[config.mk]
export PLATFORM = sky130hd
export DESIGN_NAME = slice_serial_adder
export DESIGN_NICKNAME = d
export VERILOG_FILES = /design/src/rtl/slice_serial_adder.sv
export SDC_FILE = /design/constraint.sdc
export NUM_CORES = 1
export LEC_CHECK = 0
export ABC_AREA = 0
export CAP_MARGIN = 20
export CORE_UTILIZATION = 50
export DETAILED_ROUTE_END_ITERATION = 8
export GPL_ROUTABILITY_DRIVEN = 1
export GPL_TIMING_DRIVEN = 0
export PLACE_DENSITY = 0.8
export RECOVER_POWER = 50
export SKIP_CTS_REPAIR_TIMING = 1
export SLEW_MARGIN = 20
export SYNTH_ARGS = -nofsm -noshare
export SYNTH_HDL_FRONTEND = slang
export SYNTH_SLANG_ARGS = --single-unit
[constraint.sdc]
create_clock -name clk -period 2.65 [get_ports clk]
set_input_delay 0.53 -clock clk [delete_from_list [all_inputs] [get_ports clk]]
set_output_delay 0.53 -clock clk [all_outputs]
set_load 0.1 [all_outputs]
[src/rtl/slice_serial_adder.sv]
// slice_serial_adder
// Multi-cycle adder: WIDTH-bit operands plus carry-in are summed SLICE bits
// per clock, LSB slice first, with a registered carry between slices.
// A start/busy/done handshake connects it to a controlling FSM.
//
// Optional build macro:
//   SLICE_ADDER_SUB_EN - adds a 'sub' input; sub=1 computes a-b (two's
//                        complement: ~b with the carry register forced to 1).
module slice_serial_adder #(
    parameter int WIDTH = 32,
    parameter int SLICE = 4
) (
    input  logic             clk,
    input  logic             rst_n,
    input  logic             start,
    input  logic [WIDTH-1:0] a,
    input  logic [WIDTH-1:0] b,
    input  logic             cin,
`ifdef SLICE_ADDER_SUB_EN
    input  logic             sub,
`endif
    output logic             busy,
    output logic             done,
    output logic [WIDTH-1:0] sum,
    output logic             cout,
    output logic             overflow
);

    localparam int N     = WIDTH / SLICE;
    localparam int IDX_W = (N > 1) ? $clog2(N) : 1;
    localparam logic [IDX_W-1:0] LAST_IDX = IDX_W'(N - 1);

    typedef enum logic [1:0] {
        IDLE,
        RUN,
        DONE
    } state_t;

    state_t           state;
    logic [IDX_W-1:0] idx;
    // Operand registers shift right by one slice per cycle, so the slice
    // being added is always their low SLICE bits.
    logic [WIDTH-1:0] a_q;
    logic [WIDTH-1:0] b_q;
    logic             carry_q;

    logic [WIDTH-1:0] b_eff;
    logic             carry_init;
    logic [SLICE-1:0] a_slice;
    logic [SLICE-1:0] b_slice;
    logic [SLICE:0]   slice_sum;
    logic             msb_carry_in;
    logic [31:0]      slice_base;
    logic [WIDTH-1:0] slice_placed;

    // Condition the second operand and initial carry at the start edge
    // NOTE: every signal written here gets a default first, so no path
    // leaves it unassigned and no latch is inferred.
    always_comb begin
        b_eff      = b;
        carry_init = cin;
`ifdef SLICE_ADDER_SUB_EN
        if (sub) begin
            b_eff      = ~b;
            carry_init = 1'b1;
        end
`endif
    end

    // One ripple slice: low operand bits plus the registered carry
    always_comb begin
        a_slice      = a_q[SLICE-1:0];
        b_slice      = b_q[SLICE-1:0];
        slice_sum    = {1'b0, a_slice} + {1'b0, b_slice} + {{SLICE{1'b0}}, carry_q};
        // Carry into the top bit of this slice; on the last slice this is
        // the carry into bit WIDTH-1.
        msb_carry_in = a_slice[SLICE-1] ^ b_slice[SLICE-1] ^ slice_sum[SLICE-1];
        slice_base   = 32'(idx) * 32'(SLICE);
        slice_placed = WIDTH'(slice_sum[SLICE-1:0]) << slice_base;
    end

    // Control FSM and result registers
    // NOTE: sequential state uses non-blocking assignments only, so every
    // register samples pre-edge values regardless of statement order.
    always_ff @(posedge clk or negedge rst_n) begin
        if (!rst_n) begin
            state    <= IDLE;
            idx      <= '0;
            a_q      <= '0;
            b_q      <= '0;
            carry_q  <= 1'b0;
            busy     <= 1'b0;
            done     <= 1'b0;
            sum      <= '0;
            cout     <= 1'b0;
            overflow <= 1'b0;
        end else begin
            done <= 1'b0;
            case (state)
                IDLE, DONE: begin
                    state <= IDLE;
                    if (start) begin
                        state    <= RUN;
                        idx      <= '0;
                        a_q      <= a;
                        b_q      <= b_eff;
                        carry_q  <= carry_init;
                        busy     <= 1'b1;
                        sum      <= '0;
                        cout     <= 1'b0;
                        overflow <= 1'b0;
                    end
                end
                RUN: begin
                    // sum was cleared at start, so OR-ing places the slice
                    sum     <= sum | slice_placed;
                    carry_q <= slice_sum[SLICE];
                    a_q     <= a_q >> SLICE;
                    b_q     <= b_q >> SLICE;
                    if (idx == LAST_IDX) begin
                        cout     <= slice_sum[SLICE];
                        overflow <= msb_carry_in ^ slice_sum[SLICE];
                        busy     <= 1'b0;
                        done     <= 1'b1;
                        state    <= DONE;
                    end else begin
                        idx <= idx + 1'b1;
                    end
                end
                default: state <= IDLE;
            endcase
        end
    end

endmodule

==> flow_summary.yaml <==
grt:
  antenna_found_initial: 0
  grt_start_max_net_pins: 71
  grt_pass1_wl_um: 16300
  grt_overflow_total: 0
  grt.total_usage_pct: 23.3
  first_global_vias: 3452
logic_synthesis:
  synth_flop_cell: "dfrtp_1"
  synth-edff-count: 0
  synth.yosys.warnings: 0
  netlist_area_um2: 4420
  avgSynthCellArea_um2: 10.8
  synth-seq-area-share_pct: 60.0
  synth_mux_area_share_pct: 0
  synth_top_family_by_area: "compound AO/OA/AOI/OAI gates"
  synthAdderAreaFrac_pct: 2.32
  ys_seq_elements: 106
  synth_cells: 411
  ys_types: 29
  synthXorXnorAreaFrac_pct: 0.764
  yosys.area_share.simple_pct: 14.7
  synth_compound_area_share_pct: 18.4
  synthArstFlopShare_pct: 100
  synth_nets: 486
place:
  pre_cts_ws_ps: 495
  place.port_buffers: 103
  place_congestion: 0.806
  dp_hpwl_um: 7040
sta:
  hold_viol: 0
  fmax_mhz: 414
  tightest_slew_ps: 1900
  final.period_utilization_pct: 91.2
  setup_viol: 0
  relSlewSlack_pct: -26.4
  fin_skew_ps: 9.14
  setup_slack_ps: 234
  period_minus_slack_ps: 2420
  finalSetupTns_ps: 0
  rsz0062_at_grt: "no"
  finalMaxSlewViolations: 38
critical_path:
  cp_max_fo: 2
  crit_type: "reg -> out"
  crit_buf_inv: 1
  startpoint_type: "flop"
  cp-end-kind: "output port"
  max_stage_delay_ps: 1140
  cp_cell_sequence: "clkdlybuf4s50_1"
  arrival_ps: 1890
  cp.required_ps: 2120
  path_delay_family: "buffers and inverters"
  cp_slowest_cell: "clkdlybuf4s50_1"
job:
  cap_violations: 1
power_and_ir_drop:
  ir_drop_uv: 620
  powerDensity_nw_per_um2: 1420
  p_leak_nw: 2.73
status:
  status: "finished with violations"
  violations: "max-capacitance violations, max-slew violations"
floorplanning:
  rows: 33
  die_y_um: 96.0
  ios: 104
  die-width_um: 96.0
  die_area_um2: 9220
  start_util_pct: 52.7
  core_area_um2: 8380
layout:
  nets: 601
  drive_gt1_share_pct: 7.55
  nFillCells: 624
  layout.area.seq_um2: 2650
  final_common_cell: "nand2_1"
  final_cell_mix: "135 x nand2_1, 106 x dfrtp_1, 101 x clkdlybuf4s50_1, 57 x a22oi_1, 16 x a32o_1"
  multiInputGateArea_um2: 1600
  syn_to_final_growth_pct: 32.0
  insertedDiodeCount: 0
route:
  route.detailed.wl_per_inst_um: 15.3
  viasPerCell: 5.49
  first_iter_violations: 206
  vias: 3489
  ant_nets: 0
  routed_wl_um: 9690
  dr.pass1.iters: 5
  drc: 0
clock_network:
  cts_buffers: 9
  clock_sinks: 106
  path_clk_slew_ps: 100
  clock_path_buffers: 2
  cts_tree: "done"
  clk-insertion-delay-late_ps: 370
  clockRootBuffer: "clkbuf_8"
  htree_num_levels: 3
hold_path:
  hold_class: "reg -> reg"
[kinds of logic (layout without fill, tap and decap cells)]
logic type | after synthesis | after routing
fa+ha+maj | 7 | 7
buf+inv | 30 | 149
simple gates | 160 | 160
compound gates | 105 | 105
xor+xnor | 3 | 3
flops | 106 | 106
[stage by stage]
step                      cells  util [%]  instance area (um2)  hold WS, ps  power, W
after floorplan             411         -                 4420          234   0.00594
after global placement      619      66.6                 5580          458   0.00693
after detailed placement    620      67.0                 5610          448   0.00707
after CTS                   635      70.0                 5870         46.3   0.00831
after global routing        635      69.6                 5840          508   0.00881
final                       635      69.6                 5840          484   0.00826
[area by class of cell]
type / instances / area share, %
well taps: 105 / 2.25
inverters: 2 / 0.129
plain buffers: 28 / 2.70
repair buffers: 104 / 17.7
flip-flops and latches: 106 / 45.4
clock buffers: 10 / 2.19
multi-input cells: 275 / 27.4
clock inverters: 5 / 2.19
[worst reg2reg max path, delay by kind of cell (launching register included)]
kind / cells / cell delay, ps
XOR/XNOR: 1 / 200
flip-flops: 1 / 420
adder cells (fa/ha/maj): 2 / 900
AO/OA/AOI/OAI: 3 / 560
[Yosys cell counts, drive strengths merged (4+ instances only)]
cell type / n / area share, %
nand2: 137 / 12
dfrtp: 106 / 60
a22oi: 57 / 9.7
buf: 21 / 3.1
a32o: 16 / 3.6
o21ai: 15 / 1.7
a22o: 12 / 2.4
clkbuf: 7 / 0.59
nor2: 6 / 0.57
ha: 5 / 1.4
nand2b: 5 / 0.71
nand3: 5 / 0.57
nor2b: 4 / 0.68
[state kept, by name, summed over array words and instances, names as in the netlist]
name / cells
a_q: 32
carry_q: 1
busy: 1
b_q: 32
cout: 1
idx: 3
state: 2
sum: 32
overflow: 1
done: 1
[metal layers]
metal | track usage (%) | part of all wire (%) | vias up
li1 | - | - | 1669
met1 | 31.1 | 46 | 1688
met2 | 38.4 | 47 | 119
met3 | 4.50 | 5.5 | 13
met4 | 7.59 | 1.6 | 0
met5 | 0 | 0 | -
[power breakdown]
| part | internal (W) | switching, W |
|---|---|---|
| Clock | 0.000718 | 0.000534 |
| Combinational | 0.00139 | 0.00291 |
| Sequential | 0.00229 | 0.000409 |
[worst paths after layout]
path / startpoint / to / slack [ps] / cells past startpoint
setup / recovery: sum[10]$_DFFE_PN0P_ / sum[10] / 230 / 1
hold reg to reg: a_q[21]$_DFFE_PN0P_ / a_q[21]$_DFFE_PN0P_ / 480 / 2
hold / removal: a_q[21]$_DFFE_PN0P_ / a_q[21]$_DFFE_PN0P_ / 480 / 2
max in group asynchronous: rst_n / b_q[27]$_DFFE_PN0P_ / 560 / 2
setup reg to reg: a_q[0]$_DFFE_PN0P_ / overflow$_DFFE_PN0P_ / 460 / 6
min in group asynchronous: rst_n / sum[17]$_DFFE_PN0P_ / 680 / 1
(Power assumes the default switching activity.)
